## config.mk

```make
export PLATFORM = sky130hd
export DESIGN_NAME = instr_fetch_unit
export DESIGN_NICKNAME = d
export VERILOG_FILES = /design/src/rtl/instr_fetch_unit.sv
export SDC_FILE = /design/constraint.sdc
export NUM_CORES = 1
export LEC_CHECK = 0
export ABC_AREA = 1
export CAP_MARGIN = 20
export CORE_UTILIZATION = 48
export CTS_CLUSTER_SIZE = 25
export DETAILED_ROUTE_END_ITERATION = 10
export GPL_TIMING_DRIVEN = 0
export PLACE_DENSITY = 0.79
export RECOVER_POWER = 100
export REMOVE_ABC_BUFFERS = 1
export SLEW_MARGIN = 10
export SYNTH_ARGS = -nofsm -noshare
export SYNTH_HDL_FRONTEND = slang
export SYNTH_SLANG_ARGS = --single-unit
```

## constraint.sdc

```tcl
create_clock -name clk -period 1.8 [get_ports clk]
set_clock_uncertainty 0.1 [all_clocks]
set_input_delay 0.54 -clock clk [delete_from_list [all_inputs] [get_ports clk]]
set_output_delay 0.54 -clock clk [all_outputs]
set_load 0.01 [all_outputs]
```

## src/rtl/instr_fetch_unit.sv

```systemverilog
// Fetch front end: one outstanding req/gnt/rvalid word read feeding a 2-entry {pc, instr} queue to decode.
// Latency rvalid->out_valid 1 cycle; no request while queue full; FETCH_MISALIGN_TRAP_EN enables misaligned-redirect halt.
module instr_fetch_unit #(
   parameter int             n        = 32,
   parameter logic [n-1:0]   RESET_PC = '0,
   parameter int             DEPTH    = 2
) (
   input  logic         clk,
   input  logic         rst,
   output logic         mem_req,
   output logic [n-1:0] mem_addr,
   input  logic         mem_gnt,
   input  logic         mem_rvalid,
   input  logic [n-1:0] mem_rdata,
   input  logic         redirect_valid,
   input  logic [n-1:0] redirect_pc,
   output logic         out_valid,
   input  logic         out_ready,
   output logic [n-1:0] out_instr,
   output logic [n-1:0] out_pc,
   output logic         fetch_misalign
);

   typedef enum logic [1:0] {IDLE, WAIT, DRAIN} state_t;

   localparam logic [1:0] DEPTH_C = 2'(DEPTH);

   state_t       state;
   logic [n-1:0] fetch_pc;
   logic [1:0]   count;
   logic [n-1:0] q_pc    [2];
   logic [n-1:0] q_instr [2];
   logic [n-1:0] tgt_pc;
   logic         halted;
   logic         push, pop, wr_hi;

`ifdef FETCH_MISALIGN_TRAP_EN
   assign tgt_pc = redirect_pc;

   always_ff @(posedge clk or negedge rst) begin
      if (!rst)
         halted <= 1'b0;
      else if (redirect_valid)
         halted <= (redirect_pc[1:0] != 2'b00);
   end
`else
   assign tgt_pc = redirect_pc & ~n'(3);
   assign halted = 1'b0;
`endif

   assign fetch_misalign = halted;

   // rst gating keeps mem_req low for the whole reset window, not just after the first edge
   assign mem_req   = rst && (state == IDLE) && (count < DEPTH_C) && !halted;
   assign mem_addr  = fetch_pc;
   assign out_valid = (count != 2'd0);
   assign out_pc    = q_pc[0];
   assign out_instr = q_instr[0];

   assign push  = (state == WAIT) && mem_rvalid && !redirect_valid;
   assign pop   = out_valid && out_ready && !redirect_valid;
   // slot for the incoming word, after any same-cycle pop has shifted the queue down
   assign wr_hi = pop ? (count == 2'd2) : (count == 2'd1);

   always_ff @(posedge clk or negedge rst) begin
      if (!rst) begin
         state      <= IDLE;
         fetch_pc   <= RESET_PC;
         count      <= 2'd0;
         q_pc[0]    <= '0;
         q_pc[1]    <= '0;
         q_instr[0] <= '0;
         q_instr[1] <= '0;
      end else begin
         case (state)
            IDLE:  if (mem_req && mem_gnt) state <= redirect_valid ? DRAIN : WAIT;
            WAIT:  if (redirect_valid)     state <= mem_rvalid ? IDLE : DRAIN;
                   else if (mem_rvalid)    state <= IDLE;
            DRAIN: if (mem_rvalid)         state <= IDLE;
            default:                       state <= IDLE;
         endcase

         if (redirect_valid)
            fetch_pc <= tgt_pc;
         else if (push)
            fetch_pc <= fetch_pc + n'(4);

         if (redirect_valid) begin
            count <= 2'd0;
         end else begin
            if (pop) begin
               q_pc[0]    <= q_pc[1];
               q_instr[0] <= q_instr[1];
            end
            if (push) begin
               if (wr_hi) begin
                  q_pc[1]    <= fetch_pc;
                  q_instr[1] <= mem_rdata;
               end else begin
                  q_pc[0]    <= fetch_pc;
                  q_instr[0] <= mem_rdata;
               end
            end
            count <= count + 2'(push) - 2'(pop);
         end
      end
   end

endmodule

```

==> summary.md, run 1 <==
| Metric | Value |
|---|---|
| Status | complete, but fails checks |
| Failing checks | negative hold slack, negative setup slack |
| Core ar. | 17500 µm² |
| CTS clock-pin slew for the worst setup and hold paths | 0.07 ns |
| Max FO, Critical Path | 16 |
| Gr busiest metal | met2 |
| Number of flops mapped to enable cells by yosys | 0 |
| Critical path endpoint category | flip-flop |
| Cells after DPL | 1386 |
| Fraction of registers with async set/reset | 100% |
| GRT met1 Usage | 37.9% |
| Worst slew margin | 62.1% |
| Drt drc | 0 |
| Required time worst endpoint | 2.01 ns |
| Initial DRT Pass Iterations | 5 |
| Routing usage on met3 | 7.70% |
| CTS max path bufs | 2 |
| CTS tree | done |
| Drt wl/cell | 20.9 µm |
| Place WS | -1.71 ns |
| Post-layout power | 0.0156 W |
| Power Dens Cells | 1280 nW/µm² |
| Max H-tree Level | 4 |
| RSZ-0062 raised after global routing | yes |
| Min Tclk post-route | 1.97 ns |
| Root Buffer | clkbuf_16 |
| Family with the most delay on the worst path | buffers and inverters |
| Layout cells sized above 1 | 25.7% |
| Post-Route WL | 31.8 mm |
| Final period util | 109% |
| Synth area leaders | dfrtp_1 (46%), nand2_1 (15%), buf_4 (5.9%), o21ai_1 (5.8%), inv_1 (5.7%) |
| Drt via density | 5.61 |
| CP max stage cell | dfrtp_2 |
| Pin count of the biggest net entering global routing | 106 |
| Prevailing post-synth register cell | dfrtp_1 |
| Fin Hold WS | -0.125 ns |
| HP Class | in2async |
| DPL Wire Length | 13.9 mm |
| Clk sink count | 160 |
| CP Buf/Inv Count | 3 |
| First-pass GRT wire length | 41.6 mm |
| Total die area | 18700 µm² |
| Cell leakage power | 6.22 nW |
| Fmax | 0.508 GHz |
| Average cell area after synthesis | 7.89 µm² |
| Layout Nets | 1358 |
| FP Rows | 48 |
| RD Place Congestion | 0.913 |
| Synth Cell Area | 8730 µm² |
| Worst EP arrival | 2.18 ns |
| Final Setup Violations | 84 |
| Initial detailed-routing violation count | 997 |
| Post-route insts no fill | 1523 |
| Post-synthesis sequential area ratio | 45.9% |
| Critical Path Start Type | flip-flop |
| Synth top area share | 45.9% |
| Distinct cells, synth | 37 |
| Max-slew violations | 0 |
| Setup CP Type | reg2reg |
| Via count | 8543 |
| Post-Syn Instances | 1106 |
| Most frequent CP cell | nor2_4 |
| Vias in the first global route | 7746 |
| Max-Cap Viols | 0 |
| Port-buffer cells | 163 |
| Met2 Use GR | 47.9% |
| Fin. Hold Viols | 55 |
| Maximum VDD drop | 0.750 mV |
| Overall Global Routing Usage | 30.1% |
| Final ANT Viol Nets | 0 |
| Setup slack after layout | -0.167 ns |
| Worst-margin pin slew | 0.568 ns |
| Initial antenna violation count | 0 |
| Die Width | 137 µm |
| Area Growth Syn to Fin | 39.9% |
| Die Ht | 137 µm |
| TritonCTS buffer count | 17 |
| Slowest stage delay, CP | 0.45 ns |
| Synth Register Bits | 160 |
| GRT overflow | 0 |
| Clk_lat worst skew | 0.44 ns |
| I/O pins | 169 |
| Yosys Warn Count | 0 |
| Initial Util | 49.8% |
| ANT cells | 0 |
| Crit-path cells | nand2_2 -> nor2_4 -> buf_4 -> nor2_4 -> buf_6 -> inv_4 -> o21ai_0 -> o21bai_1 |
| Largest area contributor in the netlist | dfrtp_1 |
## power breakdown
part           total, W  switching (W)  leakage, nW  internal (W)
combinational   0.00636        0.00347         3.92       0.00289
clock           0.00365        0.00150        0.283       0.00215
sequential      0.00560       0.000754         2.02       0.00485
## per-stage QoR
step,hold WS [ns],utilization [%],setup TNS [ns],area (µm²)
2_1_floorplan,0.144,-,-181.83,7910
3_3_place_gp,0.366,56.0,-1683.66,9820
3_5_place_dp,0.368,56.6,-199.60,9920
4_1_cts,-0.108,63.2,-0.231,11100
5_1_grt,-0.110,69.6,-7.34,12200
6_report,-0.125,69.6,-4.92,12200
## kinds of logic after synthesis
group	share of synthesized area (%)
AND/OR/NAND/NOR	27.0
buffers and inverters	16.0
flip-flops	45.9
AO/OA/AOI/OAI	9.80
XOR/XNOR	0.903
adder cells (fa/ha/maj)	0.430
other	0.0430
## routing by layer
metal | wire length [µm] | share of wire, %
met4 | 1590 | 5.0
met3 | 3560 | 11
met5 | 0 | 0
met2 | 14700 | 46
met1 | 11900 | 37
## worst paths after layout
kind / startpoint / to / slack (ns) / cells after the start
setup / recovery: state[0] / mem_addr[16] / -0.17 / 8
hold / removal: rst / out_pc[27] / -0.13 / 1
setup reg to reg: state[0] / mem_addr[16] / -0.17 / 8
hold reg to reg: q_instr[12] / q_instr[12] / 0.39 / 2
max in group asynchronous: rst / mem_addr[11] / 0.87 / 2
min in group clk: redirect_valid / count[1] / 0.37 / 2
## sequential cells by signal (all words and copies together) (netlist names)
name	flops
out_instr	32
out_pc	32
q_instr	32
mem_addr	30
q_pc	30
count	2
state	2
## Yosys cell counts (8+ instances only)
library cell / instances
buf_2: 20
buf_4: 69
clkbuf_1: 10
dfrtp_1: 160
inv_1: 133
inv_2: 14
nand2_1: 338
nand3_1: 52
nand3_2: 47
nor2_1: 62
o21ai_0: 26
o21ai_1: 101
o21ai_2: 13
xor2_1: 8
## final cells by class
type	instances	area (µm²)
Multi-Input combinational cell	694	3890
Timing Repair Buffer	260	2780
Clock inverter	9	108
Fill cell	1285	5320
Timing Repair inverter	3	28.8
Tap cell	225	282
Clock buffer	23	478
Inverter	149	607
Sequential cell	160	4040
## worst reg2reg max path: cells and delay by family (launching register included)
kind / cells / cell delay, ns
flip-flops: 1 / 0.45
buffers and inverters: 3 / 0.46
AND/OR/NAND/NOR: 3 / 0.42
AO/OA/AOI/OAI: 2 / 0.41
## cells in the final DEF (no fill, tap or decap), types with 4 or more instances in the layout
| master | Yosys | final |
|---|---|---|
| clkdlybuf4s50_1 | 0 | 63 |
| o21ai_2 | 13 | 40 |
| nor2_1 | 62 | 43 |
| o21ai_4 | 0 | 4 |
| nand3_1 | 52 | 44 |
| nand2_8 | 0 | 10 |
| buf_4 | 69 | 55 |
| clkdlybuf4s15_1 | 0 | 9 |
| o211ai_1 | 5 | 5 |
| xor2_1 | 8 | 8 |
| buf_16 | 0 | 4 |
| o21ai_1 | 101 | 81 |
| dfrtp_2 | 0 | 28 |
| nand2_2 | 3 | 8 |
| a21oi_1 | 5 | 5 |
| inv_2 | 14 | 17 |
| inv_1 | 133 | 128 |
| clkbuf_16 | 0 | 29 |
| nor2_4 | 2 | 10 |
| dlygate4sd2_1 | 0 | 82 |
| buf_12 | 0 | 16 |
| nand3_2 | 47 | 55 |
| nor2_2 | 1 | 12 |
| nand3_4 | 1 | 4 |
| buf_6 | 7 | 10 |
| dfrtp_1 | 160 | 132 |
| nand2_1 | 338 | 330 |
| o21ai_0 | 26 | 15 |
## what timing repair did
item,CTS,global route
gates resized for setup,169,127
endpoints found under the setup margin,245,136
cloned,12,21
hold endpoints to repair,55,55
pin swaps,8,13
setup buffers,45,27
(Power assumes the default switching activity.)
==> run 2, diff against run 1 <==
--- a/config.mk
+++ b/config.mk
@@ -5,15 +5,16 @@
 export SDC_FILE = /design/constraint.sdc
 export NUM_CORES = 1
 export LEC_CHECK = 0
-export ABC_AREA = 1
 export CAP_MARGIN = 20
-export CORE_UTILIZATION = 48
+export CORE_ASPECT_RATIO = 2
+export CORE_UTILIZATION = 46
 export CTS_CLUSTER_SIZE = 25
 export DETAILED_ROUTE_END_ITERATION = 10
 export GPL_TIMING_DRIVEN = 0
-export PLACE_DENSITY = 0.79
+export PLACE_DENSITY = 0.78
 export RECOVER_POWER = 100
 export REMOVE_ABC_BUFFERS = 1
+export SKIP_LAST_GASP = 1
 export SLEW_MARGIN = 10
 export SYNTH_ARGS = -nofsm -noshare
 export SYNTH_HDL_FRONTEND = slang
==> summary.md, run 2 <==
| Metric | Value |
|---|---|
| Status | complete, but fails checks |
| Failing checks | negative setup slack |
| Initial Util | 47.2% |
| Area Growth Syn to Fin | 55.4% |
| Commonest non-fill, non-tap cell in the layout | dfrtp_1 |
| Worst EP arrival | 2.39 ns |
| Layout Nets | 1015 |
| I/O pins | 169 |
| Number of flops mapped to enable cells by yosys | 0 |
| Slowest stage delay, CP | 0.43 ns |
| Prevailing post-synth register cell | dfrtp_1 |
| Fin. Hold Viols | 0 |
| Maximum VDD drop | 1.19 mV |
| Overall Global Routing Usage | 29.7% |
| Total die area | 17200 µm² |
| Initial antenna violation count | 2 |
| P_sw | 0.00387 W |
| Part of the power in registers | 41.4% |
| CP max stage cell | dfrtp_1 |
| Clk sink count | 160 |
| Layout cells sized above 1 | 37.3% |
| Critical Path Start Type | flip-flop |
| Most common library cells after synthesis | dfrtp_1 (160), nor2_1 (82), buf_4 (67) |
| Switching Share | 32.7% |
| CTS max path bufs | 2 |
| Post-route insts no fill | 1162 |
| Worst-margin pin slew | 1.30 ns |
| Synth area leaders | dfrtp_1 (52%), mux2_2 (9.1%), mux2i_1 (8.2%), buf_4 (6.6%), a21oi_1 (4.2%) |
| Max H-tree Level | 4 |
| First-pass GRT wire length | 37.6 mm |
| Die Ht | 185 µm |
| Root Buffer | clkbuf_16 |
| Final Cell Area | 11900 µm² |
| HP Class | reg2reg |
| FP Rows | 66 |
| Drt wl/cell | 23.5 µm |
| Vias in the first global route | 6713 |
| Average cell area after synthesis | 11.0 µm² |
| Max-Cap Viols | 0 |
| Max FO, Critical Path | 6 |
| Synth top area share | 52.1% |
| Drt drc | 0 |
| TritonCTS buffer count | 17 |
| Post-Syn Instances | 701 |
| Count leader, synth | dfrtp_1 |
| Initial detailed-routing violation count | 413 |
| Yosys Warn Count | 0 |
| Final period util | 121% |
| Distinct cells, synth | 41 |
| Max-slew violations | 0 |
| Setup CP Type | reg2reg |
| Crit-path cells | nand3b_1 -> nand2b_4 -> a21oi_4 -> buf_8 -> buf_12 -> buf_16 -> mux2_4 |
| RD Place Congestion | 0.817 |
| Worst slew margin | 13.6% |
| Post-synthesis sequential area ratio | 52.1% |
| Fraction of registers with async set/reset | 100% |
| Clk_lat worst skew | 0.43 ns |
| Largest area contributor in the netlist | dfrtp_1 |
| Initial DRT Pass Iterations | 5 |
| Post-layout power | 0.0118 W |
| Cell leakage power | 5.67 nW |
| GRT overflow | 0 |
| Placement Cell Area | 9120 µm² |
| CTS tree | done |
| Min Tclk post-route | 2.18 ns |
| Required time worst endpoint | 2.01 ns |
| Die Width | 93.4 µm |
| Combinational share of power | 29.7% |
| Synth Register Bits | 160 |
| Power Dens Cells | 993 nW/µm² |
| Drt via density | 5.76 |
| Final ANT Viol Nets | 0 |
| CTS clock-pin slew for the worst setup and hold paths | 0.07 ns |
| Core ar. | 16300 µm² |
| Setup slack after layout | -0.381 ns |
| Pin count of the biggest net entering global routing | 45 |
| Post-Route WL | 27.3 mm |
| Commonest cells after routing, fill and taps aside | dfrtp_1 (133), buf_4 (85), nor2_1 (78), dlygate4sd2_1 (68), clkdlybuf4s50_1 (63) |
| Power share of the clock group | 28.9% |
| Final Setup Violations | 153 |
| Critical path endpoint category | flip-flop |
| Synth Cell Area | 7680 µm² |
| Fmax | 0.458 GHz |
| DPL Wire Length | 11.9 mm |
| Cells after DPL | 972 |
| Port-buffer cells | 163 |
| RSZ-0062 raised after global routing | yes |
| Pint | 0.00797 W |
| Fin util | 73.3% |
| Via count | 6688 |
==> run 2: changes by cell type in the layout (fill, tap and decap cells not counted), sizes merged, moves of 63 or more <==
cell,change
inv,-138
o21ai,-122
nand2,-326
buf,+81
nand3,-93
mux2i,+63
==> run 2: timing repair <==
action                     4_1_cts  5_1_grt
setup endpoints to repair      245      176
pin swaps                       30       20
hold buffers                     4        0
cloned                          23        6
hold endpoints to repair        73        0
setup buffers                  102       27
gates resized for setup        303      120
==> run 2: worst paths after layout <==
path / cells past startpoint / slack, ns / endpoint / from
worst max-delay path: 7 / -0.38 / q_pc[27] / state[1]
worst min-delay path: 1 / 0.40 / out_pc[1] / out_pc[1]
worst max register to register: 7 / -0.38 / q_pc[27] / state[1]
worst min register to register: 1 / 0.40 / out_pc[1] / out_pc[1]
max in group asynchronous: 4 / 0.14 / out_instr[22] / rst
min in group asynchronous: 2 / 0.41 / out_pc[21] / rst
==> run 2: cell families (layout without fill, tap and decap cells) <==
| group | count (synthesis) | count (layout) | synth area share [%] |
|---|---|---|---|
| AND/OR/NAND/NOR | 168 | 172 | 10.9 |
| flip-flops | 160 | 160 | 52.1 |
| multiplexers | 125 | 125 | 17.3 |
| buffers and inverters | 116 | 364 | 9.24 |
| AO/OA/AOI/OAI | 113 | 113 | 8.13 |
| XOR/XNOR | 15 | 15 | 1.71 |
| adder cells (fa/ha/maj) | 3 | 3 | 0.489 |
| other | 1 | 6 | 0.0488 |
==> run 2: power groups by stage <==
stage / Combinational (W) / Sequential, W / Clock [W]
finish: 0.00352 / 0.00490 / 0.00342
global route: 0.00376 / 0.00499 / 0.00360
CTS: 0.00329 / 0.00486 / 0.00343
detailed placement: 0.00335 / 0.00499 / 0
global placement: 0.00332 / 0.00499 / 0
floorplan: 0.000885 / 0.00531 / 0
==> run 2: cell type report <==
cell class	instances	area, µm²
repair buffers	324	3460
diodes	3	7.51
multi-input cells	431	3590
clock buffers	18	439
flip-flops and latches	160	4040
well taps	204	255
fillers	1036	4340
clock inverters	14	105
inverters	8	42.5
==> run 2: stage by stage <==
stage | setup WS (ns) | TNS [ns] | hold slack (ns)
after floorplan | -6.12 | -573.19 | 0.144
after global placement | -10.71 | -2204.09 | 0.384
after detailed placement | -2.52 | -292.22 | 0.388
after CTS | -0.290 | -27.93 | 0.0637
after global routing | -0.457 | -51.28 | 0.426
final | -0.381 | -43.83 | 0.400
==> run 2: critical path, delay by kind of cell, from the launching register on <==
| family | cells | cell delay (ns) |
|---|---|---|
| multiplexers | 1 | 0.31 |
| flip-flops | 1 | 0.43 |
| buffers and inverters | 3 | 0.43 |
| AO/OA/AOI/OAI | 1 | 0.23 |
| AND/OR/NAND/NOR | 2 | 0.55 |
==> run 2: layer usage <==
layer / up-vias / share of wire [%] / track usage, %
met1: 3373 / 36 / 32.9
met2: 313 / 53 / 52.1
met5: - / 0 / 0
met3: 99 / 4.8 / 5.94
met4: 0 / 5.7 / 17.0
li1: 2903 / - / -
